<file path="config.mk">
export PLATFORM = sky130hd
export DESIGN_NAME = signed_search_ctrl_flat
export DESIGN_NICKNAME = d
export VERILOG_FILES = /design/src/rtl/signed_search_ctrl_if.sv /design/src/rtl/signed_search_ctrl.sv /design/src/flat_wrapper.sv
export SDC_FILE = /design/constraint.sdc
export NUM_CORES = 1
export LEC_CHECK = 0
export BUFFER_PORTS_ARGS = -buffer_cell sky130_fd_sc_hd__buf_2
export CAP_MARGIN = 20
export CORE_MARGIN = 2
export CORE_UTILIZATION = 39
export CTS_BUF_LIST = sky130_fd_sc_hd__clkbuf_8
export DETAILED_ROUTE_END_ITERATION = 12
export SLEW_MARGIN = 20
export SYNTH_ARGS = -nofsm -noshare
export SYNTH_HDL_FRONTEND = slang
export SYNTH_SLANG_ARGS = --single-unit
</file>
<file path="constraint.sdc">
create_clock -name clk -period 4.42 [get_ports clk]
set_clock_uncertainty 0.1 [all_clocks]
set_input_delay 0.884 -clock clk [delete_from_list [all_inputs] [get_ports clk]]
set_output_delay 0.884 -clock clk [all_outputs]
set_load 0.02 [all_outputs]
</file>
<file path="src/rtl/signed_search_ctrl_if.sv">
// ---------------------------------------------------------------------------
// signed_search_ctrl_if
//
// Purpose:
//   Bundles the signals between the signed search controller and its
//   environment: the start request, the three comparator flags, and the
//   search outputs (probe value, status and result).
//
// Signals:
//   start   1       begin a search (sampled only while the controller idles)
//   AgtB    1       comparator flag: guess > secret (signed)
//   AeqB    1       comparator flag: guess == secret
//   AltB    1       comparator flag: guess < secret (signed)
//   guess   WIDTH   registered probe value, wired to comparator A
//   busy    1       search in progress
//   done    1       one-cycle pulse at search end
//   found   1       secret located (valid with done, held afterwards)
//   error   1       flags were not one-hot (valid with done, held afterwards)
//   result  WIDTH   located value, held until the next accepted start
//   steps   STEP_W  number of evaluation cycles in the last search
//
// Modports:
//   master  the search controller
//   slave   the requester / comparator side
// ---------------------------------------------------------------------------
interface signed_search_ctrl_if #(
    parameter int WIDTH  = 4,
    parameter int STEP_W = 4
);
    logic              start;
    logic              AgtB;
    logic              AeqB;
    logic              AltB;
    logic [WIDTH-1:0]  guess;
    logic              busy;
    logic              done;
    logic              found;
    logic              error;
    logic [WIDTH-1:0]  result;
    logic [STEP_W-1:0] steps;

    // The controller consumes start and the flags and produces everything else
    modport master (
        input  start, AgtB, AeqB, AltB,
        output guess, busy, done, found, error, result, steps
    );

    // The environment issues start, answers with flags and observes the outputs
    modport slave (
        output start, AgtB, AeqB, AltB,
        input  guess, busy, done, found, error, result, steps
    );
endinterface

</file>
<file path="src/rtl/signed_search_ctrl.sv">
// ---------------------------------------------------------------------------
// signed_search_ctrl
//
// Purpose:
//   Sequential initiator for a signed magnitude comparator. It drives the
//   comparator's A operand with successive guesses, reads back the
//   AgtB/AeqB/AltB flags and binary-searches the signed WIDTH-bit range to
//   recover the unknown operand presented on comparator input B.
//
// Ports:
//   clk     in   system clock, rising edge
//   reset   in   asynchronous, active-high reset
//   io_bus  master modport of signed_search_ctrl_if
//           (start and flags in; guess, busy, done, found, error,
//            result, steps out)
//
// Each probe takes two cycles: CALC registers the new guess, EVAL samples
// the flags one full cycle later, so done appears 2*steps edges after the
// edge that accepted start. At most WIDTH+1 probes are ever needed.
// ---------------------------------------------------------------------------
module signed_search_ctrl #(
    parameter int WIDTH  = 4,
    parameter int STEP_W = 4
) (
    input logic                  clk,
    input logic                  reset,
    signed_search_ctrl_if.master io_bus
);

    localparam logic [1:0] S_IDLE = 2'd0;
    localparam logic [1:0] S_CALC = 2'd1;
    localparam logic [1:0] S_EVAL = 2'd2;
    localparam logic [1:0] S_DONE = 2'd3;

    // Bounds carry one extra bit so guess-1 / guess+1 never wrap at the
    // extremes of the WIDTH-bit range.
    localparam logic signed [WIDTH:0] LO_INIT = {2'b11, {(WIDTH-1){1'b0}}};
    localparam logic signed [WIDTH:0] HI_INIT = {2'b00, {(WIDTH-1){1'b1}}};
    localparam logic signed [WIDTH:0] ONE     = 1;

    logic [1:0]               r_state;
    logic signed [WIDTH:0]    r_lo;
    logic signed [WIDTH:0]    r_hi;
    logic [WIDTH-1:0]         r_guess;
    logic [WIDTH-1:0]         r_result;
    logic [STEP_W-1:0]        r_steps;
    logic                     r_busy;
    logic                     r_done;
    logic                     r_found;
    logic                     r_error;

    logic signed [WIDTH+1:0]  w_sum;
    logic signed [WIDTH:0]    w_guessExt;
    logic signed [WIDTH:0]    w_guessDec;
    logic signed [WIDTH:0]    w_guessInc;
    logic [2:0]               w_flags;

    // lo+hi is formed one bit wider still so the midpoint sum cannot
    // overflow; the arithmetic shift then floors toward -inf.
    assign w_sum      = $signed({r_lo[WIDTH], r_lo}) + $signed({r_hi[WIDTH], r_hi});
    assign w_guessExt = $signed({r_guess[WIDTH-1], r_guess});
    assign w_guessDec = w_guessExt - ONE;
    assign w_guessInc = w_guessExt + ONE;
    assign w_flags    = {io_bus.AgtB, io_bus.AeqB, io_bus.AltB};

    // Search state machine. done and busy change on the edge that enters
    // DONE, so the done pulse lines up with the DONE state cycle. A start
    // request is only looked at in IDLE; anything else ignores it.
    always_ff @(posedge clk or posedge reset) begin
        if (reset) begin
            r_state  <= S_IDLE;
            r_lo     <= '0;
            r_hi     <= '0;
            r_guess  <= '0;
            r_result <= '0;
            r_steps  <= '0;
            r_busy   <= 1'b0;
            r_done   <= 1'b0;
            r_found  <= 1'b0;
            r_error  <= 1'b0;
        end else begin
            r_done <= 1'b0;
            case (r_state)
                S_IDLE: begin
                    if (io_bus.start) begin
                        r_lo    <= LO_INIT;
                        r_hi    <= HI_INIT;
                        r_steps <= '0;
                        r_found <= 1'b0;
                        r_error <= 1'b0;
                        r_busy  <= 1'b1;
                        r_state <= S_CALC;
                    end
                end
                S_CALC: begin
                    r_guess <= WIDTH'(w_sum >>> 1);
                    r_state <= S_EVAL;
                end
                S_EVAL: begin
                    r_steps <= r_steps + STEP_W'(1);
                    case (w_flags)
                        3'b010: begin
                            r_result <= r_guess;
                            r_found  <= 1'b1;
                            r_done   <= 1'b1;
                            r_busy   <= 1'b0;
                            r_state  <= S_DONE;
                        end
                        3'b100: begin
                            r_hi <= w_guessDec;
                            if (r_lo > w_guessDec) begin
                                r_found <= 1'b0;
                                r_done  <= 1'b1;
                                r_busy  <= 1'b0;
                                r_state <= S_DONE;
                            end else begin
                                r_state <= S_CALC;
                            end
                        end
                        3'b001: begin
                            r_lo <= w_guessInc;
                            if (w_guessInc > r_hi) begin
                                r_found <= 1'b0;
                                r_done  <= 1'b1;
                                r_busy  <= 1'b0;
                                r_state <= S_DONE;
                            end else begin
                                r_state <= S_CALC;
                            end
                        end
                        default: begin
                            // No flag or several flags: the comparator path is broken
                            r_error <= 1'b1;
                            r_found <= 1'b0;
                            r_done  <= 1'b1;
                            r_busy  <= 1'b0;
                            r_state <= S_DONE;
                        end
                    endcase
                end
                S_DONE: begin
                    r_state <= S_IDLE;
                end
                default: begin
                    r_state <= S_IDLE;
                end
            endcase
        end
    end

    assign io_bus.guess  = r_guess;
    assign io_bus.busy   = r_busy;
    assign io_bus.done   = r_done;
    assign io_bus.found  = r_found;
    assign io_bus.error  = r_error;
    assign io_bus.result = r_result;
    assign io_bus.steps  = r_steps;

endmodule

</file>
<file path="src/flat_wrapper.sv">
// flat-port wrapper written by rule: the top's interface ports become plain ports
module signed_search_ctrl_flat 
#(
    parameter int WIDTH  = 4,
    parameter int STEP_W = 4
)
  (clk, reset, io_bus_start, io_bus_AgtB, io_bus_AeqB, io_bus_AltB, io_bus_guess, io_bus_busy, io_bus_done, io_bus_found, io_bus_error, io_bus_result, io_bus_steps);
  signed_search_ctrl_if #(.WIDTH(WIDTH), .STEP_W(STEP_W)) io_bus_i ();
  input logic clk;
  input logic reset;
  input wire logic [$bits(io_bus_i.start)-1:0] io_bus_start;
  input wire logic [$bits(io_bus_i.AgtB)-1:0] io_bus_AgtB;
  input wire logic [$bits(io_bus_i.AeqB)-1:0] io_bus_AeqB;
  input wire logic [$bits(io_bus_i.AltB)-1:0] io_bus_AltB;
  output wire logic [$bits(io_bus_i.guess)-1:0] io_bus_guess;
  output wire logic [$bits(io_bus_i.busy)-1:0] io_bus_busy;
  output wire logic [$bits(io_bus_i.done)-1:0] io_bus_done;
  output wire logic [$bits(io_bus_i.found)-1:0] io_bus_found;
  output wire logic [$bits(io_bus_i.error)-1:0] io_bus_error;
  output wire logic [$bits(io_bus_i.result)-1:0] io_bus_result;
  output wire logic [$bits(io_bus_i.steps)-1:0] io_bus_steps;
  assign io_bus_i.start = io_bus_start;
  assign io_bus_i.AgtB = io_bus_AgtB;
  assign io_bus_i.AeqB = io_bus_AeqB;
  assign io_bus_i.AltB = io_bus_AltB;
  assign io_bus_guess = io_bus_i.guess;
  assign io_bus_busy = io_bus_i.busy;
  assign io_bus_done = io_bus_i.done;
  assign io_bus_found = io_bus_i.found;
  assign io_bus_error = io_bus_i.error;
  assign io_bus_result = io_bus_i.result;
  assign io_bus_steps = io_bus_i.steps;
  signed_search_ctrl #(.WIDTH(WIDTH), .STEP_W(STEP_W)) u_core (.clk(clk), .reset(reset), .io_bus(io_bus_i));
endmodule
</file>
; ---- Yosys cells after proc, flatten, opt, wreduce, memory -nomap -nowiden
; Index checks and enable logic that the tools add are counted.
[totals]
wordCells = 64
ff_bits = 28
output_inout_bits = 16
inputBits = 6
[op_classes]
n_mux = 27
n_lt_le_gt_ge = 2
add_sub_neg = 4
eq_ne = 12
reduce_logical = 9
[op_table]
columns = operator, n
row1 = $mux W5, 4
row2 = $pmux W5 S2, 2
row3 = $gt A5 B5 Y1, 2
row4 = $pmux W1 S2, 5
row5 = $reduce_and A3 Y1, 3
row6 = $mux W1, 8
row7 = $pmux W2 S4, 1
row8 = $pmux W4 S2, 1
row9 = $mux W2, 3
row10 = $ne A2 B2 Y1 const B, 3
row11 = $ne A3 B2 Y1 const B, 2
row12 = $add A4 B2 Y5 const B, 1
row13 = $add A5 B5 Y5, 1
row14 = $sub A4 B2 Y5 const B, 1
row15 = $add A4 B1 Y4 const B, 1
row16 = $eq A2 B2 Y1 const B, 2
row17 = $mux W4, 1
row18 = $pmux W2 S2, 1
row19 = $reduce_and A2 Y1, 2
row20 = $reduce_and A4 Y1, 1
row21 = $eq A3 B1 Y1 const B, 1
row22 = $eq A3 B2 Y1 const B, 1
row23 = $eq A3 B3 Y1 const B, 1
row24 = $pmux W1 S3, 1
row25 = other kinds (5), 5

; ---- Logic depth before layout (Yosys ltp)
; Gate-level depths: netlist (run 1).
[depth]
ltp_word = 5
ltp_mapped = 9
depth_no_buf = 9

; ---- Worst setup path after synthesis (run 1)
; Ideal clock, no wire load.
[synth_timing]
path_kind = register -> register
start = register u_core.r_guess[0] (netlist: u_core.io_bus.guess[0])
end = register u_core.r_found (netlist: u_core.io_bus.found)
setup_time_ns = 0.144
setup_slack_ns = 2.159
path_stages_with_launch = 10
synth_period_minus_slack_ns = 2.261
arrival_time_ns = 2.016
n_path_buf = 0
required_time_ns = 4.176
path_cell_list = dfrtp_1 inv_1 ha_1 xnor2_1 ha_1 and4_1 mux2i_1 a21boi_1 o31ai_1 a21oi_1
[synth_via]
elab_chain_cells = 4
elab_cells_between_ends = 7
classes_between = add/sub (2) / order compare (2) / eq/ne (2) / reduce/logical (1)
[synth_rtl]
columns = element, line
row1 = start: declaration, signed_search_ctrl.sv:44  ; logic [WIDTH-1:0] r_guess;
row2 = start signal: assignment, signed_search_ctrl.sv:96  ; r_guess <= WIDTH'(w_sum >>> 1);
row3 = $add A4 B2 Y5 / $sub A4 B2 Y5 (equally long branches), "signed_search_ctrl.sv:63, signed_search_ctrl.sv:62"
row4 = "$gt A5 B5 Y1, on equally long branches", "signed_search_ctrl.sv:122, signed_search_ctrl.sv:111"
row5 = $ne A3 B2 Y1 (no source line), n/a
row6 = $reduce_and A4 Y1 (no source line) (*), n/a
row7 = end signal: assignment, signed_search_ctrl.sv:79  ; r_found <= 1'b0;
row8 = end signal: assignment, signed_search_ctrl.sv:123  ; r_found <= 1'b0;
row9 = end signal: assignment, signed_search_ctrl.sv:134  ; r_found <= 1'b0;
row10 = end: declaration, signed_search_ctrl.sv:49  ; logic r_found;
; Every way passes the cells marked *; elsewhere a longest branch is shown, timed or not.
; A chain may end at the register's enable or synchronous reset.

; ---- Final worst setup path (run 1)
; Ends and elaborated chain as after synthesis.

==> impl_metrics.toml, run 1 <==
[run_status]
status = "finished clean"

[cells_and_area]
instances_no_fill = 239
syn_to_final_growth_pct = 11.4
final_cell_area_um2 = 1890
fill_cells = 407
multi_input_area_um2 = 920
finish.utilization_pct = 46.2
n_antenna_cell = 0
regArea_um2 = 701
drive_above_1_share_pct = 19.0
fin_nets = 214

[drt]
ant_nets = 0
first_pass_iters = 4
drt_iter0_drc = 59
routed-wl-met3_um = 110
viasPerCell = 5.40
drc_errors = 0
routed_wl_mm = 3.96
routed.top_layer = "met4"
met2_wirelength_mm = 1.88
dr_total_vias = 1291
routedWlPerCell_um = 16.6
drt-met1-wl_mm = 1.92

[logic_synthesis]
syn-num-nets = 192
synth_top_family_by_area = "compound AO/OA/AOI/OAI gates"
yosysWarnings = 0
yosysUniqueCellTypes = 38
synthSimpleGateAreaFrac_pct = 15.5
synthMuxAreaShare_pct = 3.83
synth_xor_area_share_pct = 5.68
ys.flop_type = "dfrtp_1"
ys_ff_latch = 28
synth.avg_cell_area_um2 = 10.0
synthAdderAreaFrac_pct = 13.0
ys_seq_area_share_pct = 41.3
synth_edf_count = 0
synth-compound-area-share_pct = 16.2
ys_async_sr_fraction_pct = 100
syn-cell-area_um2 = 1700
syn_inst = 169

[grt]
grt-ovfl-total = 0
grt_pass1_wl_mm = 7.02
grt_pass1_vias = 1401
grt_max_degree = 29
track_usage_pct = 17.7
antenna_found_initial = 0

[pwr]
p_int_uw = 778
peakVddDrop_v = 0.000318
power_switching_share_pct = 47.5
finalPower_mw = 1.48
p_sw_uw = 705
powerDensity_nw_per_um2 = 785
p_clk_share_pct = 9.5
p_leak_nw = 0.893
p_seq_share_pct = 33.5
p_comb_share_pct = 57.0

[clock_network]
cts.sinks = 28
cts_resized = 0
clockRootBuffer = "clkbuf_8"
cts_setup_buffers = 0
clk_latency_ns = 0.28
cts_tree = "done"
clkTransAtPathRegs_ns = 0.10
cts_buffers = 3
cts_buffer_depth = 2
holdBufCountCts = 0
ctsHtreeMaxLevel = 1

[setup_path]
cp.required_ns = 4.45
cp_common_cell = "ha_1"
cp-start-kind = "flop"
cp.arrival_ns = 2.42
crit_path_cell_trace = "inv_1, ha_1, xnor2_1, ha_1, and4_1, mux2i_1, a21boi_1, o31ai_1, a21oi_1"
reg2reg_from = "u_core.io_bus.guess[0]"
timing.rr.end = "u_core.io_bus.found"
rr_worst_depth = 9
crit_slowest_cell = "dfrtp_1"
endpoint_kind = "flop"
cp_slowest_stage_delay_ns = 0.51
r2r_slack_ns = 2.03
setup.worst_path.class = "reg2reg"
crit_fanout = 9

[floorplanning]
dieWidth_um = 70.0
die_height_um = 70.0
die_area_um2 = 4890
rows = 23
initial_utilization_pct = 41.5
io_pins = 22
core_um2 = 4090

[timing]
setup_tns_ns = 0
finalMaxSlewViolations = 0
slew-limit-headroom_pct = 50.8
finalCritPeriodShare_pct = 54.1
setup_ws_ns = 2.03
rsz0062_at_grt = "no"
tightest_slew_ns = 0.736
setup_viol = 0
fin_hold_ws_ns = 0.402
period_minus_slack_ns = 2.39
final-hold-violation-count = 0
max_freq_ghz = 0.418

[hold_path]
hp-class = "reg2reg"
hold_path_end = "u_core.io_bus.busy"
hp-start = "u_core.io_bus.busy"
holdPathStages = 2

[placed_design]
io_buffer_count = 21
placed_area_um2 = 1850
place_congestion = 0.920
pre_cts_ws_ns = 2.03
dpl.hpwl_mm = 3.08
dp.cells = 236

[flow_run]
maxCapViolations = 0
-- power by group through the flow --
stage	clock network, mW	logic [mW]	registers [mW]
floorplan	0	0.562	0.524
global placement	0	0.825	0.496
detailed placement	0	0.841	0.503
CTS	0.147	0.845	0.497
global route	0.155	0.956	0.519
finish	0.142	0.845	0.496
-- critical path: cells and delay by family, from the launching register on --
family | cells | cell delay (ns)
compound gates | 3 | 0.45
buf+inv | 1 | 0.13
fa+ha+maj | 2 | 0.53
xor+xnor | 1 | 0.20
mux | 1 | 0.13
simple gates | 1 | 0.20
flops | 1 | 0.51
-- per-layer routing --
metal | track usage, % | vias up
met1 | 24.7 | 621
met5 | 0 | -
li1 | - | 646
met4 | 5.77 | 0
met2 | 28.8 | 20
met3 | 2.02 | 4
-- placed cells by master (no fill, tap or decap), types with 3 or more instances in the layout --
master and n:
clkbuf_8 3, a21oi_1 11, nand3_1 4, ha_1 16
mux2_2 4, xnor2_1 5, nand2_1 10, dfrtp_1 28
inv_1 14, nand2b_1 4, nor3b_1 3, a22o_1 4
o21ai_0 12, nor2_1 10, o22ai_1 6, xor2_1 6
buf_2 21
-- layout make-up --
| cell class | instances | area share (%) |
|---|---|---|
| well taps | 50 | 3.31 |
| flip-flops and latches | 28 | 37.1 |
| repair buffers | 21 | 5.56 |
| multi-input cells | 121 | 48.7 |
| clock buffers | 3 | 2.19 |
| inverters | 16 | 3.18 |
-- Yosys cell counts, drive strengths merged, types with 3 or more instances --
library cell  instances  area share [%]
dfrtp                28              41
ha                   16              12
inv                  16             3.5
a21oi                12             3.8
o21ai                12             3.5
nand2                10             2.2
nor2                 10             2.2
o22ai                 6             2.2
xor2                  6             3.1
nor3b                 5             3.2
xnor2                 5             2.6
a22o                  4             2.1
mux2                  4             2.7
nand2b                4             1.5
nand3                 4             1.2
clkbuf                3            0.66
-- cell families after synthesis --
family | Yosys count
xor+xnor | 11
simple gates | 43
compound gates | 44
fa+ha+maj | 17
mux | 6
flops | 28
buf+inv | 20
-- state kept, by name (all words and copies together), names as in the netlist --
register and flops:
u_core.r_hi 5, u_core.io_bus.result 4, u_core.io_bus.error 1, u_core.io_bus.found 1, u_core.io_bus.busy 1, u_core.io_bus.done 1, u_core.r_lo 5, u_core.r_state 2
u_core.io_bus.guess 4, u_core.io_bus.steps 4
-- worst max-delay path by stage --
stage	start	to	slack, ns	cells after the start
3_3_place_gp	u_core.io_bus.guess[0]	u_core.io_bus.found	2.09	8
3_5_place_dp	u_core.io_bus.guess[0]	u_core.io_bus.found	2.03	9
6_report	u_core.io_bus.guess[0]	u_core.io_bus.found	2.03	9
5_1_grt	u_core.io_bus.guess[0]	u_core.io_bus.found	1.79	9
4_1_cts	u_core.io_bus.guess[0]	u_core.io_bus.found	2.03	9
2_1_floorplan	u_core.io_bus.guess[0]	u_core.io_bus.found	2.16	9
No activity file was read; power rests on OpenSTA's default activity.
==> inputs of run 2 (changes only) <==
--- a/config.mk
+++ b/config.mk
@@ -5,6 +5,7 @@
 export SDC_FILE = /design/constraint.sdc
 export NUM_CORES = 1
 export LEC_CHECK = 0
+export ABC_AREA = 1
 export BUFFER_PORTS_ARGS = -buffer_cell sky130_fd_sc_hd__buf_2
 export CAP_MARGIN = 20
 export CORE_MARGIN = 2
==> constraint.sdc (replaced) <==
create_clock -name clk -period 2 [get_ports clk]
set_clock_uncertainty 0.1 [all_clocks]
set_input_delay 0.4 -clock clk [delete_from_list [all_inputs] [get_ports clk]]
set_output_delay 0.4 -clock clk [all_outputs]
set_load 0.02 [all_outputs]
==> run 2 against run 1 <==
Net effect:
- the flow now finishes with violations (setup timing)
- critical path depth up 5
- worst hold slack lost 0.33 ns
- worst setup slack got worse by 2.1 ns
- via count up 6.9%
- register-to-register slack lost 2.1 ns
- die area decreased by 4.0%
- flip-flop and latch count stayed put
- sequential share of layout area down 4.4 points
- clock power is 150% higher
- largest cell class unchanged
==> impl_metrics.toml, run 2 <==
[clock_network]
clkTransAtPathRegs_ns = 0.10
cts.sinks = 28
ctsHtreeMaxLevel = 1
cts_buffer_depth = 2
cts_tree = "done"
clk_latency_ns = 0.27
clockRootBuffer = "clkbuf_8"
holdBufCountCts = 0
cts_buffers = 3

[cells_and_area]
reg_top3 = "u_core.r_hi: 5 flops, u_core.r_lo: 5 flops"
multi_input_area_um2 = 906
fin_nets = 261
drive_above_1_share_pct = 35.0
syn_to_final_growth_pct = 32.8
final_common_cell = "nand2_1"
finish.utilization_pct = 54.0
fill_cells = 387
final_cell_mix = "36 x nand2_1, 29 x inv_1, 25 x dfrtp_1"
n_antenna_cell = 0
regArea_um2 = 704

[setup_path]
endpoint_kind = "flop"
cp.required_ns = 2.07
crit_fanout = 4
setup.worst_path.class = "reg2reg"
cp.arrival_ns = 2.17
cp-start-kind = "flop"
r2r_slack_ns = -0.1

[floorplanning]
rows = 23
die_height_um = 68.6
io_pins = 22
dieWidth_um = 68.6
initial_utilization_pct = 40.6
core_um2 = 4000
die_area_um2 = 4700

[timing]
setup_ws_ns = -0.0978
setup_tns_ns = -0.337
finalCritPeriodShare_pct = 105
final-hold-violation-count = 0
finalMaxSlewViolations = 0
rsz0062_at_grt = "yes"
max_freq_ghz = 0.477
period_minus_slack_ns = 2.10
slew-limit-headroom_pct = 74.5
tightest_slew_ns = 0.381
setup_viol = 4

[drt]
first_pass_iters = 4
drc_errors = 0
drt_iter0_drc = 63
routed_wl_mm = 3.90
ant_nets = 0
routedWlPerCell_um = 13.6
viasPerCell = 4.81
dr_total_vias = 1380

[logic_synthesis]
ys.flop_type = "dfrtp_1"
syn-num-nets = 211
syn_inst = 188
synthMostInstantiatedCell = "nand2_1"
synth.avg_cell_area_um2 = 8.65
yosysUniqueCellTypes = 27
synth_top_area_share_pct = 43.1
ys_ff_latch = 28
syn-cell-area_um2 = 1630
ys_top_cells_by_count = "39 x nand2_1, 32 x inv_1, 28 x dfrtp_1, 16 x ha_1, 13 x o21ai_0"
ys_async_sr_fraction_pct = 100
yosysWarnings = 0
synth_edf_count = 0
ys_top_cells_by_area = "dfrtp_1 43%, ha_1 12%, nand2_1 9.0%"
yosys.area.top_type = "dfrtp_1"
ys_seq_area_share_pct = 43.1

[grt]
antenna_found_initial = 0
grt_max_degree = 29
grt_pass1_vias = 1271
grt-ovfl-total = 0
track_usage_pct = 18.2
grt_pass1_wl_mm = 6.15

[run_status]
status = "complete, but fails checks"
violations = "setup timing"

[placed_design]
io_buffer_count = 21
dpl.hpwl_mm = 2.88
place_congestion = 0.793

[pwr]
peakVddDrop_v = 0.000633
powerDensity_nw_per_um2 = 1820
p_leak_nw = 1.08

[hold_path]
hp-class = "in2async"

[flow_run]
maxCapViolations = 0
-- run 2: cell count changes after synthesis, sizes merged, moves of 3 or more --
| cell | before | now |
|---|---|---|
| nand4 | 1 | 4 |
| nand3 | 4 | 7 |
| xor2 | 6 | 3 |
| mux2 | 4 | 0 |
| nand2 | 10 | 40 |
| nand2b | 4 | 0 |
| nor3b | 5 | 0 |
| inv | 16 | 34 |
-- run 2: kinds of logic after synthesis --
kind of cell / share of synthesized area (%)
compound gates: 13.9
xor+xnor: 3.77
fa+ha+maj: 13.5
buf+inv: 8.08
flops: 43.1
simple gates: 17.6
-- run 2: what timing repair did --
item | in CTS | in global routing
resized for setup | 11 | 9
endpoints found under the setup margin | 4 | 4
pin swaps | 5 | 6
setup buffers | 4 | 0
-- run 2: final cells by class --
type	count	share of cell area [%]
inverter	34	6.03
clock buffer	4	2.55
sequential	28	32.6
multi-input combinational	125	42.0
tap	50	2.90
timing repair buffer	46	13.9
-- run 2: worst paths after layout --
check,from,cells after the start,end
min in group clk,io_bus_start,3,u_core.r_state[0]
min reg2reg,u_core.io_bus.busy,2,u_core.io_bus.busy
max reg2reg,u_core.io_bus.guess[0],14,u_core.r_state[1]
min,reset,3,u_core.io_bus.result[0]
max in group asynchronous,reset,3,u_core.io_bus.guess[2]
max,u_core.io_bus.guess[0],14,u_core.r_state[1]
-- run 2: critical path, stage by stage, from the launching register on --
cell     delay, ns
dfrtp_2       0.47
inv_4         0.10
buf_6         0.11
nand3_4       0.07
xor2_2        0.15
ha_1          0.29
nand2_2       0.06
nor2_2        0.11
nand2_1       0.08
nand3_1       0.08
nand2_1       0.07
nand3_2       0.06
nand2_2       0.05
nand4_1       0.11
nand2_1       0.06
-- run 2: metrics by stage --
step | worst slack [ns] | cells | hold WS (ns) | power (mW) | instance area (µm²)
5_1_grt | -0.248 | 287 | 0.120 | 4.31 | 2160
4_1_cts | -0.0830 | 287 | 0.0852 | 3.82 | 2120
3_5_place_dp | -0.148 | 279 | 0.356 | 3.23 | 1980
6_report | -0.0978 | 287 | 0.0740 | 3.93 | 2160
3_3_place_gp | -0.0908 | 279 | 0.360 | 3.20 | 1980
2_1_floorplan | 0.00167 | 188 | 0.365 | 2.41 | 1670
-- run 2: layer usage --
metal	track usage (%)	vias to the layer above	share of wire (%)
met4	3.50	0	0.54
li1	-	711	-
met2	29.8	21	49
met3	3.41	2	3.0
met5	0	-	0
met1	25.1	646	48
-- run 2: power breakdown --
part           switching [mW]  internal [mW]
combinational            1.38           1.19
sequential              0.223          0.788
clock                   0.177          0.176
